==> src/rtl/bit_serial_processor_pkg.sv <==
// Shared opcodes, address constants and the width helpers for the bit-serial processor.
// Latency: n/a (declarations only).
// Backpressure: n/a.
package bit_serial_processor_pkg;

  localparam logic [2:0] OP_NOP = 3'd0;
  localparam logic [2:0] OP_LD  = 3'd1;
  localparam logic [2:0] OP_LDN = 3'd2;
  localparam logic [2:0] OP_AND = 3'd3;
  localparam logic [2:0] OP_OR  = 3'd4;
  localparam logic [2:0] OP_XOR = 3'd5;
  localparam logic [2:0] OP_ST  = 3'd6;
  localparam logic [2:0] OP_BRZ = 3'd7;

  // Address 0 always reads 0, so "BRZ 0, target" is an unconditional jump.
  localparam int ADDR_ZERO = 0;

  // Smallest r with 2**r >= n.
  function automatic int clog2(input int n);
    int r;
    r = 0;
    while ((1 << r) < n) r = r + 1;
    return r;
  endfunction

  function automatic int max2(input int x, input int y);
    return (x > y) ? x : y;
  endfunction

endpackage

==> src/rtl/bit_serial_loader.sv <==
// Serial program loader: assembles MSB-first words from prog_in and emits imem writes.
// Latency: a word is written on the clock edge that samples its last bit.
// Backpressure: none; words arriving with the memory full are dropped and flagged.
// Ports: clk, reset (async active-low), en/prog_in (serial load stream),
//        mode (registered en), wr_en/wr_addr/wr_data (imem write), prog_len, load_ovf.
module bit_serial_loader
  import bit_serial_processor_pkg::*;
#(
  parameter int IW         = 11,
  parameter int IMEM_DEPTH = 16,
  parameter int PCW        = 4
) (
  input  logic           clk,
  input  logic           reset,
  input  logic           en,
  input  logic           prog_in,
  output logic           mode,
  output logic           wr_en,
  output logic [PCW-1:0] wr_addr,
  output logic [IW-1:0]  wr_data,
  output logic [PCW:0]   prog_len,
  output logic           load_ovf
);

  localparam int             CW    = clog2(IW);
  localparam logic [CW-1:0]  LAST  = CW'(IW - 1);
  localparam logic [PCW:0]   DEPTH = (PCW + 1)'(IMEM_DEPTH);

  logic [IW-2:0] shift_q;
  logic [CW-1:0] cnt_q;
  logic [PCW:0]  len_q;    // doubles as the load pointer: both advance together
  logic          ovf_q;
  logic          mode_q;

  logic          start;
  logic          word_done;
  logic [CW-1:0] cnt_base;
  logic [PCW:0]  len_base;

  // On the first cycle of a load the counters restart, but that cycle's bit
  // is still consumed as bit 0 of the first word.
  always_comb begin
    start     = en & ~mode_q;
    cnt_base  = start ? '0 : cnt_q;
    len_base  = start ? '0 : len_q;
    word_done = en && (cnt_base == LAST);
    wr_en     = word_done && (len_base < DEPTH);
    wr_addr   = len_base[PCW-1:0];
    wr_data   = {shift_q, prog_in};
  end

  always_ff @(posedge clk or negedge reset) begin
    if (!reset) begin
      shift_q <= '0;
      cnt_q   <= '0;
      len_q   <= '0;
      ovf_q   <= 1'b0;
      mode_q  <= 1'b0;
    end else begin
      mode_q <= en;
      if (en) begin
        shift_q <= {shift_q[IW-3:0], prog_in};
        cnt_q   <= word_done ? '0 : cnt_base + CW'(1);
        len_q   <= wr_en ? len_base + (PCW + 1)'(1) : len_base;
        ovf_q   <= (start ? 1'b0 : ovf_q) | (word_done & ~wr_en);
      end else begin
        // Leaving load mode throws away any partial word.
        cnt_q <= '0;
      end
    end
  end

  assign mode     = mode_q;
  assign prog_len = len_q;
  assign load_ovf = ovf_q;

endmodule

==> src/rtl/bit_serial_processor.sv <==
// Single-accumulator bit-addressed processor with a serially loaded program memory.
// Latency: one instruction per cycle; stores visible the next cycle; first run cycle only resets pc.
// Backpressure: none; en=1 freezes execution while a program is shifted in.
// Ports: clk, reset (async active-low), en (1=load), prog_in, in_regs, out_regs, pc,
//        prog_len, load_ovf; optional step input when BIT_SERIAL_PROCESSOR_STEP_EN is defined.
module bit_serial_processor
  import bit_serial_processor_pkg::*;
#(
  parameter  int IN_REGS    = 2,
  parameter  int OUT_REGS   = 7,
  parameter  int INT_REGS   = 4,
  parameter  int IMEM_DEPTH = 16,
  localparam int AW         = clog2(1 + IN_REGS + OUT_REGS + INT_REGS),
  localparam int PCW        = clog2(IMEM_DEPTH),
  localparam int BW         = max2(AW, PCW),
  localparam int IW         = 3 + AW + BW
) (
  input  logic                clk,
  input  logic                reset,
  input  logic                en,
  input  logic                prog_in,
`ifdef BIT_SERIAL_PROCESSOR_STEP_EN
  input  logic                step,
`endif
  input  logic [IN_REGS-1:0]  in_regs,
  output logic [OUT_REGS-1:0] out_regs,
  output logic [PCW-1:0]      pc,
  output logic [PCW:0]        prog_len,
  output logic                load_ovf
);

  localparam int IN_BASE  = ADDR_ZERO + 1;
  localparam int OUT_BASE = IN_BASE + IN_REGS;
  localparam int INT_BASE = OUT_BASE + OUT_REGS;

  logic [OUT_REGS-1:0] out_q;
  logic [INT_REGS-1:0] int_q;
  logic                acc_q;
  logic [PCW-1:0]      pc_q;
  logic [IW-1:0]       imem [IMEM_DEPTH];

  logic           mode;
  logic           wr_en;
  logic [PCW-1:0] wr_addr;
  logic [IW-1:0]  wr_data;

  bit_serial_loader #(
    .IW         (IW),
    .IMEM_DEPTH (IMEM_DEPTH),
    .PCW        (PCW)
  ) u_loader (
    .clk      (clk),
    .reset    (reset),
    .en       (en),
    .prog_in  (prog_in),
    .mode     (mode),
    .wr_en    (wr_en),
    .wr_addr  (wr_addr),
    .wr_data  (wr_data),
    .prog_len (prog_len),
    .load_ovf (load_ovf)
  );

  logic step_ok;
`ifdef BIT_SERIAL_PROCESSOR_STEP_EN
  assign step_ok = step;
`else
  assign step_ok = 1'b1;
`endif

  logic run_entry;
  logic exec;
  assign run_entry = ~en & mode;
  assign exec      = ~en & ~mode & (prog_len != '0) & step_ok;

  logic [IW-1:0]  instr;
  logic [2:0]     op;
  logic [AW-1:0]  a;
  logic [BW-1:0]  b;
  logic           rd;
  logic [PCW-1:0] pc_seq;
  logic [PCW-1:0] tgt;
  logic [PCW-1:0] pc_next;

  always_comb begin
    instr = imem[pc_q];
    op    = instr[IW-1 -: 3];
    a     = instr[AW+BW-1 -: AW];
    b     = instr[BW-1:0];

    // Address 0 and unused addresses fall through to 0.
    rd = 1'b0;
    for (int i = 0; i < IN_REGS; i++)
      if (int'(a) == IN_BASE + i) rd = in_regs[i];
    for (int i = 0; i < OUT_REGS; i++)
      if (int'(a) == OUT_BASE + i) rd = out_q[i];
    for (int i = 0; i < INT_REGS; i++)
      if (int'(a) == INT_BASE + i) rd = int_q[i];

    // pc wraps at the loaded length, not at the memory depth.
    pc_seq  = ({1'b0, pc_q} == prog_len - (PCW + 1)'(1)) ? '0 : pc_q + PCW'(1);
    tgt     = b[PCW-1:0];
    pc_next = pc_seq;
    if (op == OP_BRZ && !rd)
      pc_next = ({1'b0, tgt} < prog_len) ? tgt : '0;
  end

  always_ff @(posedge clk or negedge reset) begin
    if (!reset) begin
      acc_q <= 1'b0;
      pc_q  <= '0;
      out_q <= '0;
      int_q <= '0;
      for (int i = 0; i < IMEM_DEPTH; i++) imem[i] <= '0;
    end else begin
      if (wr_en) imem[wr_addr] <= wr_data;
      if (run_entry) begin
        pc_q <= '0;
      end else if (exec) begin
        pc_q <= pc_next;
        case (op)
          OP_LD:  acc_q <= rd;
          OP_LDN: acc_q <= ~rd;
          OP_AND: acc_q <= acc_q & rd;
          OP_OR:  acc_q <= acc_q | rd;
          OP_XOR: acc_q <= acc_q ^ rd;
          OP_ST: begin
            for (int i = 0; i < OUT_REGS; i++)
              if (int'(b) == OUT_BASE + i) out_q[i] <= acc_q;
            for (int i = 0; i < INT_REGS; i++)
              if (int'(b) == INT_BASE + i) int_q[i] <= acc_q;
          end
          default: ;
        endcase
      end
    end
  end

  assign out_regs = out_q;
  assign pc       = pc_q;

endmodule
==> config.mk <==
export PLATFORM = sky130hd
export DESIGN_NAME = bit_serial_processor
export DESIGN_NICKNAME = d
export VERILOG_FILES = /design/src/rtl/bit_serial_processor_pkg.sv /design/src/rtl/bit_serial_loader.sv /design/src/rtl/bit_serial_processor.sv
export SDC_FILE = /design/constraint.sdc
export NUM_CORES = 1
export LEC_CHECK = 0
export ABC_CLOCK_PERIOD_IN_PS = 3700
export BUFFER_PORTS_ARGS = -buffer_cell sky130_fd_sc_hd__buf_4
export CAP_MARGIN = 15
export CORE_MARGIN = 8
export CORE_UTILIZATION = 55
export CTS_BUF_LIST = sky130_fd_sc_hd__clkbuf_4 sky130_fd_sc_hd__clkbuf_8
export DETAILED_ROUTE_END_ITERATION = 16
export GPL_ROUTABILITY_DRIVEN = 0
export GPL_TIMING_DRIVEN = 0
export PLACE_DENSITY = 0.83
export SLEW_MARGIN = 25
export SYNTH_ARGS = -nofsm -noshare
export SYNTH_HDL_FRONTEND = slang
export SYNTH_SLANG_ARGS = --single-unit
==> constraint.sdc <==
create_clock -name clk -period 3.7 [get_ports clk]
set_input_delay 0.74 -clock clk [delete_from_list [all_inputs] [get_ports clk]]
set_output_delay 0.74 -clock clk [all_outputs]
set_load 0.01 [all_outputs]
==> impl_metrics.json <==
{
  "period_needed_ns": 3.66,
  "ys_seq_area_frac": 0.518,
  "rr_worst_depth": 14,
  "drt_iter0_drc": 480,
  "slew_violations": 0,
  "synthXorXnorAreaFrac": 0.00767,
  "core_mm2": 0.0185,
  "drive_gt1_frac": 0.476,
  "synth-compound-area-share": 0.0344,
  "setup_viol": 0,
  "dieArea_mm2": 0.0233,
  "grt_max_degree": 106,
  "outcome": "completed",
  "synth_cells": 711,
  "cts_max_level": 2,
  "layout_commonest_cell": "dfrtp_1",
  "firstDrtPassIters": 5,
  "cts-buffers-inserted": 37,
  "ios": 23,
  "path_buf_inv": 3,
  "antenna_left": 0,
  "hold_viol": 0,
  "synthTopCellsByArea": "dfrtp_1, mux2_2, mux4_2, ha_1, mux2i_1",
  "grt_use_total": 0.219,
  "worst_path_largest_cell_delay_ns": 0.50,
  "start_util": 0.555,
  "cts.sinks": 213,
  "viasPerCell": 6.32,
  "die_y_um": 153,
  "routed_wl_um": 25400,
  "clock_path_buffers": 3,
  "hold_slack_ns": 0.0672,
  "syn_area_mm2": 0.0103,
  "relSlewSlack": 0.273,
  "start_kind": "flop",
  "netlist.area_leader.share": 0.518,
  "layout.nets": 805,
  "cap_violations": 0,
  "grt_first_pass_wirelength_um": 39900,
  "final_cell_count_no_fill": 1039,
  "grt_pass1_vias": 7091,
  "crit_fanout": 10,
  "rsz0062_at_grt": "yes",
  "vias": 6567,
  "synth_simple_gate_area_frac": 0.0521,
  "crit_type": "flop to flop",
  "end_kind": "flop",
  "hold_path.class": "input port to asynchronous set/reset pin",
  "wl_per_cell_um": 24.5,
  "diodes": 0,
  "final_cell_mix": "dfrtp_1, mux2_2, mux4_2, clkbuf_8, buf_4",
  "cp.depth": 14,
  "grt_antenna_before_repair": 0,
  "ys_ff_latch": 213,
  "fillers": 1276,
  "worst-endpoint-arrival_ns": 4.05,
  "synth_edf_count": 0,
  "clock_skew_ns": 0.0277,
  "clock_latency_ns": 0.54,
  "root_buffer": "clkbuf_8",
  "synth_warnings": 0,
  "max_freq_mhz": 273,
  "powerDensity_mw_per_mm2": 411,
  "dpl.hpwl_um": 16200,
  "placedCellCount": 969,
  "ir_drop_mv": 0.201,
  "finalSetupTns_ns": 0,
  "grt_overflow": 0,
  "clk_pin_slew_ns": 0.06,
  "finalCritPeriodShare": 0.989,
  "synthAdderAreaFrac": 0.0158,
  "cp_top_family": "compound AO/OA/AOI/OAI gates",
  "place_ws_ns": -0.572,
  "drc": 0,
  "cts_tree": "done",
  "fp-row-count": 50,
  "worst_slack_ns": 0.0422,
  "io_buffers": 22,
  "tightest_slew_ns": 1.09,
  "syn_to_final_growth_pct": 14.5,
  "required_ns": 4.10,
  "synth.area.mux_share": 0.342,
  "finalPower_w": 0.00483,
  "async_flop_share": 1.00,
  "synthFlopType": "dfrtp_1",
  "cp_slowest_cell": "mux4_2",
  "synth_top_family_by_area": "multiplexers",
  "syn_avg_cell_area_um2": 14.5,
  "dieWidth_um": 153,
  "cp_cell_sequence": "buf_12 > buf_12 > mux4_2 > a22o_1 > a221oi_4 > o211a_1 > o22ai_2 > a221oi_4 > inv_2 > ha_1 > a22o_1 > a21oi_2 > o2bb2ai_2 > a21oi_2",
  "leakage_nw": 5.55,
  "yosysTopAreaCell": "dfrtp_1",
  "yosysUniqueCellTypes": 60,
  "synthesis.nets": 730
}
==> kinds of logic (layout without fill, tap and decap cells) <==
kind of cell | Yosys count | after routing
xor gates and xnor gates | 9 | 9
AOI/OAI and AO/OA | 43 | 43
and+or+nand+nor | 102 | 102
muxes | 265 | 265
DFF | 213 | 213
buffers and inverters | 66 | 160
adders and majority gates | 13 | 13
==> registers in the layout, summed over array words and instances, names as in the netlist <==
signal             cells
acc_q                  1
imem                 176
int_q                  4
out_regs               7
pc                     4
u_loader.cnt_q         4
u_loader.load_ovf      1
u_loader.mode          1
u_loader.prog_len      5
u_loader.shift_q      10
==> cells in the mapped netlist, drive strengths merged (3+ instances only) <==
cell type	count
dfrtp	213
mux2	201
mux4	48
buf	26
clkbuf	26
nand2	25
nor2	24
mux2i	16
inv	14
ha	13
nand3	13
o21ai	9
a21oi	7
nor3	7
xor2	7
nand2b	6
nand4	5
and2	4
nor2b	4
nor3b	4
a221oi	3
o211ai	3
==> layer usage <==
layer	global-route usage	share of wire
met3	0.0417	0.064
met1	0.272	0.40
met2	0.357	0.50
met5	0	0
met4	0.123	0.037
==> power breakdown <==
group	internal [W]	switching, W
Combinational	0.0000658	0.000166
Clock	0.00121	0.000935
Sequential	0.00237	0.0000881
Total	0.00364	0.00119
==> final timing paths <==
kind,start,slack [ns],endpoint
setup / recovery,pc[0]$_DFFE_PN0P_,0.04,acc_q$_DFFE_PN0P_
hold / removal,reset,0.07,imem[148]$_DFFE_PN0P_
setup reg to reg,pc[0]$_DFFE_PN0P_,0.04,acc_q$_DFFE_PN0P_
hold reg to reg,imem[152]$_DFFE_PN0P_,0.50,imem[152]$_DFFE_PN0P_
max in group asynchronous,reset,2.87,imem[134]$_DFFE_PN0P_
min in group clk,en,0.34,u_loader.mode$_DFF_PN0_
==> what timing repair did <==
action	in CTS	in global routing
pin swaps	2	6
hold buffers	0	0
buffers inserted	6	8
setup endpoints to repair	82	164
resized for setup	32	30
==> through the flow <==
| stage | util | instance area (um^2) |
|---|---|---|
| floorplan | - | 10300 |
| global placement | 0.580 | 10700 |
| detailed placement | 0.583 | 10800 |
| CTS | 0.629 | 11600 |
| global route | 0.636 | 11800 |
| finish | 0.636 | 11800 |
==> worst register-to-register path, stage by stage, from the launching register on <==
cell and delay (ns):
dfrtp_2 0.47, buf_12 0.15, buf_12 0.15, mux4_2 0.50
a22o_1 0.26, a221oi_4 0.33, o211a_1 0.24, o22ai_2 0.10
a221oi_4 0.35, inv_2 0.07, ha_1 0.28, a22o_1 0.22
a21oi_2 0.19, o2bb2ai_2 0.15, a21oi_2 0.06
==> cell type report <==
cell class	count	area [um^2]	share of cell area
clock buffers	54	706	0.0600
inverters	14	52.6	0.00447
clock inverters	4	25.0	0.00213
multi-input cells	432	4700	0.400
well taps	234	293	0.0249
repair buffers	38	349	0.0297
plain buffers	50	310	0.0264
flip-flops and latches	213	5330	0.453
No activity file was read; power rests on OpenSTA's default activity.
